`src/rtl/enet_ctrl_pkg.sv`:
```
// Shared definitions for the Ethernet controller command interface.
// Used by both the TX and RX controllers.
package enet_ctrl_pkg;

    // Command codes on comm_type
    localparam logic [1:0] COMMAND_READ  = 2'd0;
    localparam logic [1:0] COMMAND_WRITE = 2'd1;
    localparam logic [1:0] COMMAND_TX    = 2'd2;
    localparam logic [1:0] COMMAND_RX    = 2'd3;

    // Post-command delay codes
    localparam logic [2:0] NO_DELAY = 3'd0;

    // Controller register addresses
    localparam logic [7:0] REG_NONE   = 8'h00;
    localparam logic [7:0] REG_ISR    = 8'hFE;
    localparam logic [7:0] REG_MRCMDX = 8'hF0;
    localparam logic [7:0] REG_MRCMD  = 8'hF2;

    // Bus width reported by the io-mode bit
    localparam logic IO_MODE_16 = 1'b0;
    localparam logic IO_MODE_8  = 1'b1;

    // Value written to the ISR to acknowledge the RX interrupt
    localparam logic [15:0] ISR_CLEAR_RX = 16'h0001;

    // RX controller states; ISSUE/WAIT_ENET are shared by every access
    typedef enum logic [3:0] {
        S_IDLE,
        S_WAIT_GRANT,
        S_ISSUE,
        S_WAIT_ENET,
        S_RD_IOMODE,
        S_RD_MRCMDX0,
        S_RD_MRCMDX,
        S_RD_HDR,
        S_RD_LEN,
        S_RD_DATA,
        S_CLR_ISR,
        S_DONE_BUS
    } rx_state_t;

endpackage

```
`src/rtl/rx_controller_if.sv`:
```
// Bus/handshake bundle between the RX controller, the arbitrator,
// the Ethernet controller command port and the payload consumer.
interface rx_controller_if #(
    parameter int LEN_W = 11
);
    logic             enet_rdy_in;
    logic             rx_int_in;
    logic             rx_grant_in;
    logic             rx_req_out;
    logic [7:0]       rx_addr_out;
    logic [15:0]      rx_dataw_out;
    logic [15:0]      rx_datar_in;
    logic [2:0]       rx_post_command_delay_out;
    logic             rx_start_comm_out;
    logic [1:0]       rx_comm_type_out;
    logic [15:0]      rx_packet_data_out;
    logic             rx_packet_data_valid_out;
    logic [LEN_W-1:0] rx_packet_length_out;
    logic             rx_complete_out;
    logic             rx_error_out;

    // Controller side
    modport master (
        input  enet_rdy_in, rx_int_in, rx_grant_in, rx_datar_in,
        output rx_req_out, rx_addr_out, rx_dataw_out, rx_post_command_delay_out,
               rx_start_comm_out, rx_comm_type_out, rx_packet_data_out,
               rx_packet_data_valid_out, rx_packet_length_out,
               rx_complete_out, rx_error_out
    );

    // Environment side (arbitrator, Ethernet controller, consumer)
    modport slave (
        output enet_rdy_in, rx_int_in, rx_grant_in, rx_datar_in,
        input  rx_req_out, rx_addr_out, rx_dataw_out, rx_post_command_delay_out,
               rx_start_comm_out, rx_comm_type_out, rx_packet_data_out,
               rx_packet_data_valid_out, rx_packet_length_out,
               rx_complete_out, rx_error_out
    );
endinterface

```
`src/rtl/rx_byte_assembler.sv`:
```
// Builds 16-bit payload words from controller reads and counts words
// down to the end of the frame. In 16-bit mode the bytes are swapped so
// the first wire byte lands in [15:8]; in 8-bit mode two reads form a word.
module rx_byte_assembler #(
    parameter int LEN_W = 11
) (
    input  logic             Clock,
    input  logic             Reset,
    input  logic             i_ioMode8,
    input  logic             i_load,
    input  logic [LEN_W-1:0] i_length,
    input  logic             i_capture,
    input  logic             i_suppress,
    input  logic [15:0]      i_datar,
    output logic [15:0]      o_word,
    output logic             o_valid,
    output logic             o_last
);
    localparam logic [LEN_W-1:0] ONE_WORD = LEN_W'(1);

    logic [LEN_W-1:0] r_wordsLeft;
    logic [7:0]       r_hiByte;
    logic             r_hiPending;
    logic [15:0]      r_word;
    logic             r_valid;

    logic [LEN_W:0]   w_lenPlusOne;
    logic             w_wordDone;
    logic [15:0]      w_assembled;

    assign w_lenPlusOne = {1'b0, i_length} + {{LEN_W{1'b0}}, 1'b1};

    // A capture finishes a word immediately in 16-bit mode, or on the second byte in 8-bit mode
    always_comb begin
        w_wordDone  = i_capture && (!i_ioMode8 || r_hiPending);
        w_assembled = i_ioMode8 ? {r_hiByte, i_datar[7:0]} : {i_datar[7:0], i_datar[15:8]};
    end

    assign o_last  = w_wordDone && (r_wordsLeft == ONE_WORD);
    assign o_word  = r_word;
    assign o_valid = r_valid;

    // Word countdown, byte pairing and the one-cycle valid pulse after each completed word
    always_ff @(posedge Clock or posedge Reset) begin
        if (Reset) begin
            r_wordsLeft <= '0;
            r_hiByte    <= 8'h00;
            r_hiPending <= 1'b0;
            r_word      <= 16'h0000;
            r_valid     <= 1'b0;
        end else begin
            r_valid <= 1'b0;
            if (i_load) begin
                r_wordsLeft <= w_lenPlusOne[LEN_W:1];
                r_hiPending <= 1'b0;
            end else if (w_wordDone) begin
                r_word      <= w_assembled;
                r_valid     <= !i_suppress;
                r_wordsLeft <= r_wordsLeft - ONE_WORD;
                r_hiPending <= 1'b0;
            end else if (i_capture) begin
                r_hiByte    <= i_datar[7:0];
                r_hiPending <= 1'b1;
            end
        end
    end
endmodule

```
`src/rtl/rx_controller.sv`:
```
// RX controller: on an RX interrupt, wins the bus, polls MRCMDX, reads
// header/length/payload through MRCMD, streams words to the user, drains
// queued frames, then clears the ISR and releases the bus.
module rx_controller #(
    parameter int MAX_LEN = 1536,
    parameter int LEN_W   = 11
) (
    input logic            Clock,
    input logic            Reset,
    rx_controller_if.master bus
);
    import enet_ctrl_pkg::*;

    localparam logic [15:0] MAX_LEN_16 = 16'(MAX_LEN);

    rx_state_t        r_state, r_ret;
    logic             r_ioMode, r_byteSel, r_complete, r_error;
    logic [7:0]       r_lenLow, r_status;
    logic [LEN_W-1:0] r_length;

    rx_state_t        w_nextState, w_nextRet;
    logic             w_nextIoMode, w_nextByteSel, w_nextComplete, w_nextError;
    logic [7:0]       w_nextLenLow, w_nextStatus;
    logic [LEN_W-1:0] w_nextLength;
    logic [15:0]      w_fullLen, w_word;
    logic             w_load, w_capture, w_valid, w_last;
    logic [7:0]       w_addr;
    logic [1:0]       w_type;
    logic [15:0]      w_dataw;

    rx_byte_assembler #(.LEN_W(LEN_W)) u_assembler (
        .Clock      (Clock),
        .Reset      (Reset),
        .i_ioMode8  (r_ioMode == IO_MODE_8),
        .i_load     (w_load),
        .i_length   (w_fullLen[LEN_W-1:0]),
        .i_capture  (w_capture),
        .i_suppress (r_status != 8'h00),
        .i_datar    (bus.rx_datar_in),
        .o_word     (w_word),
        .o_valid    (w_valid),
        .o_last     (w_last)
    );

    // State and return-state registers
    always_ff @(posedge Clock or posedge Reset) begin
        if (Reset) begin
            r_state <= S_IDLE;
            r_ret   <= S_IDLE;
        end else begin
            r_state <= w_nextState;
            r_ret   <= w_nextRet;
        end
    end

    // Frame context registers and the completion pulse
    always_ff @(posedge Clock or posedge Reset) begin
        if (Reset) begin
            r_ioMode   <= IO_MODE_16;
            r_byteSel  <= 1'b0;
            r_lenLow   <= 8'h00;
            r_status   <= 8'h00;
            r_length   <= '0;
            r_complete <= 1'b0;
            r_error    <= 1'b0;
        end else begin
            r_ioMode   <= w_nextIoMode;
            r_byteSel  <= w_nextByteSel;
            r_lenLow   <= w_nextLenLow;
            r_status   <= w_nextStatus;
            r_length   <= w_nextLength;
            r_complete <= w_nextComplete;
            r_error    <= w_nextError;
        end
    end

    // Next-state logic; each result state consumes datar and queues the next access via ISSUE
    always_comb begin
        w_nextState    = r_state;
        w_nextRet      = r_ret;
        w_nextIoMode   = r_ioMode;
        w_nextByteSel  = r_byteSel;
        w_nextLenLow   = r_lenLow;
        w_nextStatus   = r_status;
        w_nextLength   = r_length;
        w_nextComplete = 1'b0;
        w_nextError    = 1'b0;
        w_load         = 1'b0;
        w_capture      = 1'b0;
        w_fullLen      = (r_ioMode == IO_MODE_8) ? {bus.rx_datar_in[7:0], r_lenLow} : bus.rx_datar_in;
        case (r_state)
            S_IDLE: if (bus.rx_int_in) w_nextState = S_WAIT_GRANT;
            S_WAIT_GRANT: if (bus.rx_grant_in) begin
                w_nextState = S_ISSUE;
                w_nextRet   = S_RD_IOMODE;
            end
            S_ISSUE: w_nextState = S_WAIT_ENET;
            S_WAIT_ENET: if (bus.enet_rdy_in) w_nextState = r_ret;
            S_RD_IOMODE: begin
                w_nextIoMode = bus.rx_datar_in[7];
                w_nextState  = S_ISSUE;
                w_nextRet    = S_RD_MRCMDX0;
            end
            S_RD_MRCMDX0: begin
                w_nextState = S_ISSUE;
                w_nextRet   = S_RD_MRCMDX;
            end
            S_RD_MRCMDX: begin
                if (bus.rx_datar_in[7:0] == 8'h00) begin
                    w_nextState = S_CLR_ISR;
                end else if (bus.rx_datar_in[7:0] == 8'h01) begin
                    w_nextState   = S_ISSUE;
                    w_nextRet     = S_RD_HDR;
                    w_nextByteSel = 1'b0;
                end else begin
                    w_nextComplete = 1'b1;
                    w_nextError    = 1'b1;
                    w_nextState    = S_CLR_ISR;
                end
            end
            S_RD_HDR: begin
                w_nextState = S_ISSUE;
                if ((r_ioMode == IO_MODE_8) && !r_byteSel) begin
                    w_nextByteSel = 1'b1;
                    w_nextRet     = S_RD_HDR;
                end else begin
                    w_nextByteSel = 1'b0;
                    w_nextStatus  = (r_ioMode == IO_MODE_8) ? bus.rx_datar_in[7:0] : bus.rx_datar_in[15:8];
                    w_nextRet     = S_RD_LEN;
                end
            end
            S_RD_LEN: begin
                w_nextState = S_ISSUE;
                if ((r_ioMode == IO_MODE_8) && !r_byteSel) begin
                    w_nextByteSel = 1'b1;
                    w_nextLenLow  = bus.rx_datar_in[7:0];
                    w_nextRet     = S_RD_LEN;
                end else begin
                    w_nextByteSel = 1'b0;
                    w_nextLength  = w_fullLen[LEN_W-1:0];
                    if ((w_fullLen == 16'h0000) || (w_fullLen > MAX_LEN_16)) begin
                        w_nextComplete = 1'b1;
                        w_nextError    = 1'b1;
                        w_nextRet      = S_RD_MRCMDX0;
                    end else begin
                        w_load    = 1'b1;
                        w_nextRet = S_RD_DATA;
                    end
                end
            end
            S_RD_DATA: begin
                w_capture   = 1'b1;
                w_nextState = S_ISSUE;
                if (w_last) begin
                    w_nextComplete = 1'b1;
                    w_nextError    = (r_status != 8'h00);
                    w_nextRet      = S_RD_MRCMDX0;
                end else begin
                    w_nextRet = S_RD_DATA;
                end
            end
            S_CLR_ISR: begin
                w_nextState = S_ISSUE;
                w_nextRet   = S_DONE_BUS;
            end
            S_DONE_BUS: w_nextState = S_IDLE;
            default: w_nextState = S_IDLE;
        endcase
    end

    // Command address/type/data follow the access in flight, named by its return state
    always_comb begin
        w_addr  = REG_NONE;
        w_type  = COMMAND_READ;
        w_dataw = 16'h0000;
        if ((r_state == S_ISSUE) || (r_state == S_WAIT_ENET)) begin
            case (r_ret)
                S_RD_IOMODE: w_addr = REG_ISR;
                S_RD_MRCMDX0, S_RD_MRCMDX: w_addr = REG_MRCMDX;
                S_RD_HDR, S_RD_LEN, S_RD_DATA: begin
                    w_addr = REG_MRCMD;
                    w_type = COMMAND_RX;
                end
                S_DONE_BUS: begin
                    w_addr  = REG_ISR;
                    w_type  = COMMAND_WRITE;
                    w_dataw = ISR_CLEAR_RX;
                end
                default: w_addr = REG_NONE;
            endcase
        end
    end

    assign bus.rx_req_out                = (r_state != S_IDLE) && (r_state != S_DONE_BUS);
    assign bus.rx_start_comm_out         = (r_state == S_ISSUE);
    assign bus.rx_addr_out               = w_addr;
    assign bus.rx_comm_type_out          = w_type;
    assign bus.rx_dataw_out              = w_dataw;
    assign bus.rx_post_command_delay_out = NO_DELAY;
    assign bus.rx_packet_data_out        = w_word;
    assign bus.rx_packet_data_valid_out  = w_valid;
    assign bus.rx_packet_length_out      = r_length;
    assign bus.rx_complete_out           = r_complete;
    assign bus.rx_error_out              = r_error;
endmodule
```
`src/flat_wrapper.sv`:
```
// flat-port wrapper written by rule: the top's interface ports become plain ports
module rx_controller_flat import enet_ctrl_pkg::*;
#(
    parameter int MAX_LEN = 1536,
    parameter int LEN_W   = 11
)
  (Clock, Reset, bus_enet_rdy_in, bus_rx_int_in, bus_rx_grant_in, bus_rx_datar_in, bus_rx_req_out, bus_rx_addr_out, bus_rx_dataw_out, bus_rx_post_command_delay_out, bus_rx_start_comm_out, bus_rx_comm_type_out, bus_rx_packet_data_out, bus_rx_packet_data_valid_out, bus_rx_packet_length_out, bus_rx_complete_out, bus_rx_error_out);
  rx_controller_if #(.LEN_W(LEN_W)) bus_i ();
  input logic Clock;
  input logic Reset;
  input wire logic [$bits(bus_i.enet_rdy_in)-1:0] bus_enet_rdy_in;
  input wire logic [$bits(bus_i.rx_int_in)-1:0] bus_rx_int_in;
  input wire logic [$bits(bus_i.rx_grant_in)-1:0] bus_rx_grant_in;
  input wire logic [$bits(bus_i.rx_datar_in)-1:0] bus_rx_datar_in;
  output wire logic [$bits(bus_i.rx_req_out)-1:0] bus_rx_req_out;
  output wire logic [$bits(bus_i.rx_addr_out)-1:0] bus_rx_addr_out;
  output wire logic [$bits(bus_i.rx_dataw_out)-1:0] bus_rx_dataw_out;
  output wire logic [$bits(bus_i.rx_post_command_delay_out)-1:0] bus_rx_post_command_delay_out;
  output wire logic [$bits(bus_i.rx_start_comm_out)-1:0] bus_rx_start_comm_out;
  output wire logic [$bits(bus_i.rx_comm_type_out)-1:0] bus_rx_comm_type_out;
  output wire logic [$bits(bus_i.rx_packet_data_out)-1:0] bus_rx_packet_data_out;
  output wire logic [$bits(bus_i.rx_packet_data_valid_out)-1:0] bus_rx_packet_data_valid_out;
  output wire logic [$bits(bus_i.rx_packet_length_out)-1:0] bus_rx_packet_length_out;
  output wire logic [$bits(bus_i.rx_complete_out)-1:0] bus_rx_complete_out;
  output wire logic [$bits(bus_i.rx_error_out)-1:0] bus_rx_error_out;
  assign bus_i.enet_rdy_in = bus_enet_rdy_in;
  assign bus_i.rx_int_in = bus_rx_int_in;
  assign bus_i.rx_grant_in = bus_rx_grant_in;
  assign bus_i.rx_datar_in = bus_rx_datar_in;
  assign bus_rx_req_out = bus_i.rx_req_out;
  assign bus_rx_addr_out = bus_i.rx_addr_out;
  assign bus_rx_dataw_out = bus_i.rx_dataw_out;
  assign bus_rx_post_command_delay_out = bus_i.rx_post_command_delay_out;
  assign bus_rx_start_comm_out = bus_i.rx_start_comm_out;
  assign bus_rx_comm_type_out = bus_i.rx_comm_type_out;
  assign bus_rx_packet_data_out = bus_i.rx_packet_data_out;
  assign bus_rx_packet_data_valid_out = bus_i.rx_packet_data_valid_out;
  assign bus_rx_packet_length_out = bus_i.rx_packet_length_out;
  assign bus_rx_complete_out = bus_i.rx_complete_out;
  assign bus_rx_error_out = bus_i.rx_error_out;
  rx_controller #(.MAX_LEN(MAX_LEN), .LEN_W(LEN_W)) u_core (.Clock(Clock), .Reset(Reset), .bus(bus_i));
endmodule
```
`config.mk`:
```
export PLATFORM = sky130hd
export DESIGN_NAME = rx_controller_flat
export DESIGN_NICKNAME = d
export VERILOG_FILES = /design/src/rtl/enet_ctrl_pkg.sv /design/src/rtl/rx_controller_if.sv /design/src/rtl/rx_byte_assembler.sv /design/src/rtl/rx_controller.sv /design/src/flat_wrapper.sv
export SDC_FILE = /design/constraint.sdc
export NUM_CORES = 1
export LEC_CHECK = 0
export CAP_MARGIN = 40
export CORE_ASPECT_RATIO = 1.2
export CORE_UTILIZATION = 42
export CTS_CLUSTER_SIZE = 30
export DETAILED_ROUTE_END_ITERATION = 10
export PLACE_DENSITY = 0.63
export RECOVER_POWER = 25
export SLEW_MARGIN = 40
export SYNTH_ARGS = -nofsm -noshare
export SYNTH_HDL_FRONTEND = slang
export SYNTH_SLANG_ARGS = --single-unit
```
`constraint.sdc`:
```
create_clock -name Clock -period 4.14 [get_ports Clock]
set_input_delay 0.621 -clock Clock [delete_from_list [all_inputs] [get_ports Clock]]
set_output_delay 0.621 -clock Clock [all_outputs]
set_load 0.02 [all_outputs]
```
==> summary.txt <==
Layout
  • Area Overhead vs Synth: 23.9%
  • Nets: 535
  • Fraction of layout cells with a size suffix above 1: 11.1%
  • Diodes inserted: 0
  • Fin cells: roughly 640
  • Fillers: 884
  • Fin area: between 0.005 and 0.006 mm²

Floorplan
  • Horiz. Die Dim: 93.2 µm
  • Die area: around 0.010 mm²
  • Initial Util: 43.6%
  • Placement Rows: 39
  • Core Box Area: around 0.0096 mm²
  • Die Height: 111 µm
  • I/O pin cnt: between 80 and 90

Setup path
  • Crit path arrival time: ~3700 ps
  • Crit end category: register
  • Kind of critical path: in2reg
  • Worst-path maximum fanout: 11
  • Startpoint types: primary input
  • Data required, critical path: 4390 ps

Clock tree
  • CTS sink count: 76
  • Clock transition at path regs: around 60 ps
  • CTS Hold Bufs: 0
  • Clock tree buffer depth: 2
  • Num CTS Buffers: 9
  • Worst skew pair latency: between 300 and 400 ps
  • CTS resizes: 0
  • CTS tree: done
  • CTS H-tree lvls: 3
  • Clock root cell: clkbuf_16
  • Post-CTS setup buffers: 0

Placement
  • Post-DP Area: slightly below 0.005 mm²
  • Post-DP HPWL: around 7.5 mm
  • Routability cong.: between 0.8 and 0.9
  • Dpl cells: around 620
  • IO Port Bufs: 62

Timing
  • Worst clock skew: 3.22 ps
  • Relative slew slack: between 10% and 20%
  • Total Neg Setup Slack: 0 ps
  • FMAX: between 200 and 300 MHz
  • Crit path time final: about 3400 ps
  • Final Hold Fails: 0
  • Slew at the pin closest to its max-slew limit: 1340 ps
  • Endpoints failing setup: 0
  • Unrepaired setup endpoints after global routing: no
  • Slew Viols, Final: 0
  • Final worst path period share: 82.7%

Global routing
  • Grt ovf: 0
  • Vias in the first global route: approximately 3400
  • First-pass GRT wire length: roughly 17 mm
  • Largest net degree at the start of global routing: 43
  • Total track usage: a little over a fifth
  • Antenna violations before repair: 0

Route
  • Via count: about 3500
  • Initial DRC count: about 230
  • Vias per cell: roughly 5.5
  • Final WL: 10.2 mm
  • Drt wl/cell: between 15 and 20 µm
  • Antenna Nets Post-Route: 0
  • Residual DRC: 0
  • Drt first pass iters: 4

Synth
  • Synth Register Bits: 76
  • Yosys warns: 0
  • Area leader, netlist: dfrtp_1
  • Register area share after synthesis: a little under half
  • Post-synth top area share: 45.4%
  • Post-synth cell types: 61
  • Number of synthesized flops with an enable pin: 0
  • Synthesized instance count: ~450
  • Area of the mapped netlist: between 0.004 and 0.005 mm²
  • FFs w/ async S/R, synth: between 90% and 100%
  • Top cells by area, synth: dfrtp_1 (45%), a21oi_1 (6.2%), nor2_1 (4.7%)
  • Syn_area_per_cell: just over 9 µm²
  • Top_reg_cell synth: dfrtp_1

Power
  • Int Power: 0.00238 W
  • Clk pwr share: 22.3%
  • VDD IR max: 365 µV
  • Sw Pwr: about 0.0015 W
  • Combinational Power Share: between 40% and 50%
  • Seq pwr share: 33.9%
  • Sw Share: between 30% and 40%
  • Leakage: approximately 2.1 nW
  • Pwr dens: 752 mW/mm²

Run
  • Max-cap check violation count: 0

Worst hold path
  • Hold Path Class: reg2reg

Outcome
  • Status: finished clean
==> synthesized netlist by cell type, types with 3 or more instances <==
library cell	instances
xor2_1	4
a211oi_1	4
a21oi_1	52
mux2_2	17
or4_1	3
o21ai_0	27
nand4b_1	3
a31oi_1	5
buf_1	6
xnor2_1	6
nand3_1	9
buf_2	3
nand2_1	34
nor2b_1	7
dfrtp_1	76
ha_1	4
inv_1	12
clkbuf_1	12
nand4_1	6
o221ai_1	3
nand2b_1	5
a22oi_1	3
nor3b_1	3
nor4_1	5
nor2_1	53
o21a_1	4
nor3_1	9
mux2i_1	12
buf_4	24
nand3b_1	3
==> per-stage QoR <==
stage / power, W / hold WS [ps] / util [%] / setup WS [ps]
after floorplan: 0.00245 / 450 / - / 608
after global placement: 0.00302 / 465 / 50.5 / 439
after detailed placement: 0.00304 / 473 / 50.5 / 365
after CTS: 0.00393 / 485 / 54.0 / 740
after global routing: 0.00416 / 517 / 54.0 / 560
final: 0.00391 / 475 / 54.0 / 717
==> state kept, by name, indices dropped and copies added, names as in the netlist, 4 cells and up <==
name,flops
u_core.bus.rx_packet_length_out,11
u_core.r_lenLow,8
u_core.r_ret,4
u_core.r_state,4
u_core.r_status,8
u_core.u_assembler.o_word,16
u_core.u_assembler.r_hiByte,8
u_core.u_assembler.r_wordsLeft,11
==> worst max-delay path, stage by stage <==
cell	delay [ps]
clkdlybuf4s50_1	410
nor2b_1	150
a21oi_1	220
ha_1	200
or4b_2	590
or4_4	440
and2_4	170
a211oi_4	480
buf_4	240
nand2_1	60
o211ai_1	90
==> metal layers <==
metal | wire [µm] | up-vias | share of wire (%) | track usage, %
li1 | - | 1690 | - | -
met1 | 4480 | 1686 | 44 | 26.4
met2 | 5050 | 84 | 50 | 34.6
met3 | 389 | 19 | 3.8 | 3.89
met4 | 251 | 0 | 2.5 | 9.95
met5 | 0 | - | 0 | 0
==> path summary, 6_finish.rpt <==
path                                                                      from                                        endpoint  slack [ps]  depth (start not counted)
worst max register to register                     u_core.r_ioMode$_DFFE_PP0P_   u_core.u_assembler.r_wordsLeft[7]$_DFFE_PP0N_         980                         10
worst max-delay path                                        bus_rx_datar_in[1]   u_core.u_assembler.r_wordsLeft[7]$_DFFE_PP0N_         720                         11
worst min-delay path            u_core.bus.rx_packet_length_out[9]$_DFFE_PP0P_  u_core.bus.rx_packet_length_out[9]$_DFFE_PP0P_         480                          2
min in group asynchronous                                                Reset   u_core.u_assembler.r_wordsLeft[7]$_DFFE_PP0N_         960                          2
max in group asynchronous                                                Reset        u_core.u_assembler.o_word[0]$_DFFE_PP0P_        1440                          3
worst min register to register  u_core.bus.rx_packet_length_out[9]$_DFFE_PP0P_  u_core.bus.rx_packet_length_out[9]$_DFFE_PP0P_         480                          2
==> power groups by stage <==
stage                     combinational (W)  sequential, W  clock [W]
final                               0.00171        0.00132   0.000872
after global routing                0.00187        0.00136   0.000921
after CTS                           0.00172        0.00132   0.000889
after detailed placement            0.00171        0.00133          0
after global placement              0.00170        0.00132          0
after floorplan                     0.00109        0.00136          0
==> cell type report <==
| type | instances | area, µm² | area share [%] |
|---|---|---|---|
| Timing Repair Buffer | 74 | 707 | 13.6 |
| Multi-Input combinational cell | 337 | 2050 | 39.4 |
| Clock inverter | 3 | 67.6 | 1.30 |
| Clock buffer | 13 | 270 | 5.21 |
| Tap cell | 123 | 154 | 2.96 |
| Inverter | 12 | 45.0 | 0.868 |
| Sequential cell | 76 | 1900 | 36.6 |
==> kinds of logic after synthesis <==
family	after synthesis	share of synthesized area, %
other	1	0.0895
XOR/XNOR	10	2.09
multiplexers	29	7.44
AND/OR/NAND/NOR	154	18.3
AO/OA/AOI/OAI	121	17.9
buffers and inverters	58	7.61
adder cells (fa/ha/maj)	4	1.19
flip-flops	76	45.4
==> cell usage in the layout (no fill, tap or decap), types with 5 or more instances in the layout <==
master	count
nor2_1	52
clkdlybuf4s50_1	61
a31oi_1	5
nand2b_1	5
nand3_1	9
a21oi_1	52
dfrtp_1	76
o21ai_0	27
mux2i_1	12
buf_4	11
inv_1	12
nor2b_1	7
conb_1	19
nor3_1	9
xnor2_1	6
nand2_1	34
mux2_2	16
nand4_1	6
clkbuf_16	9
No activity file was read; power rests on OpenSTA's default activity.
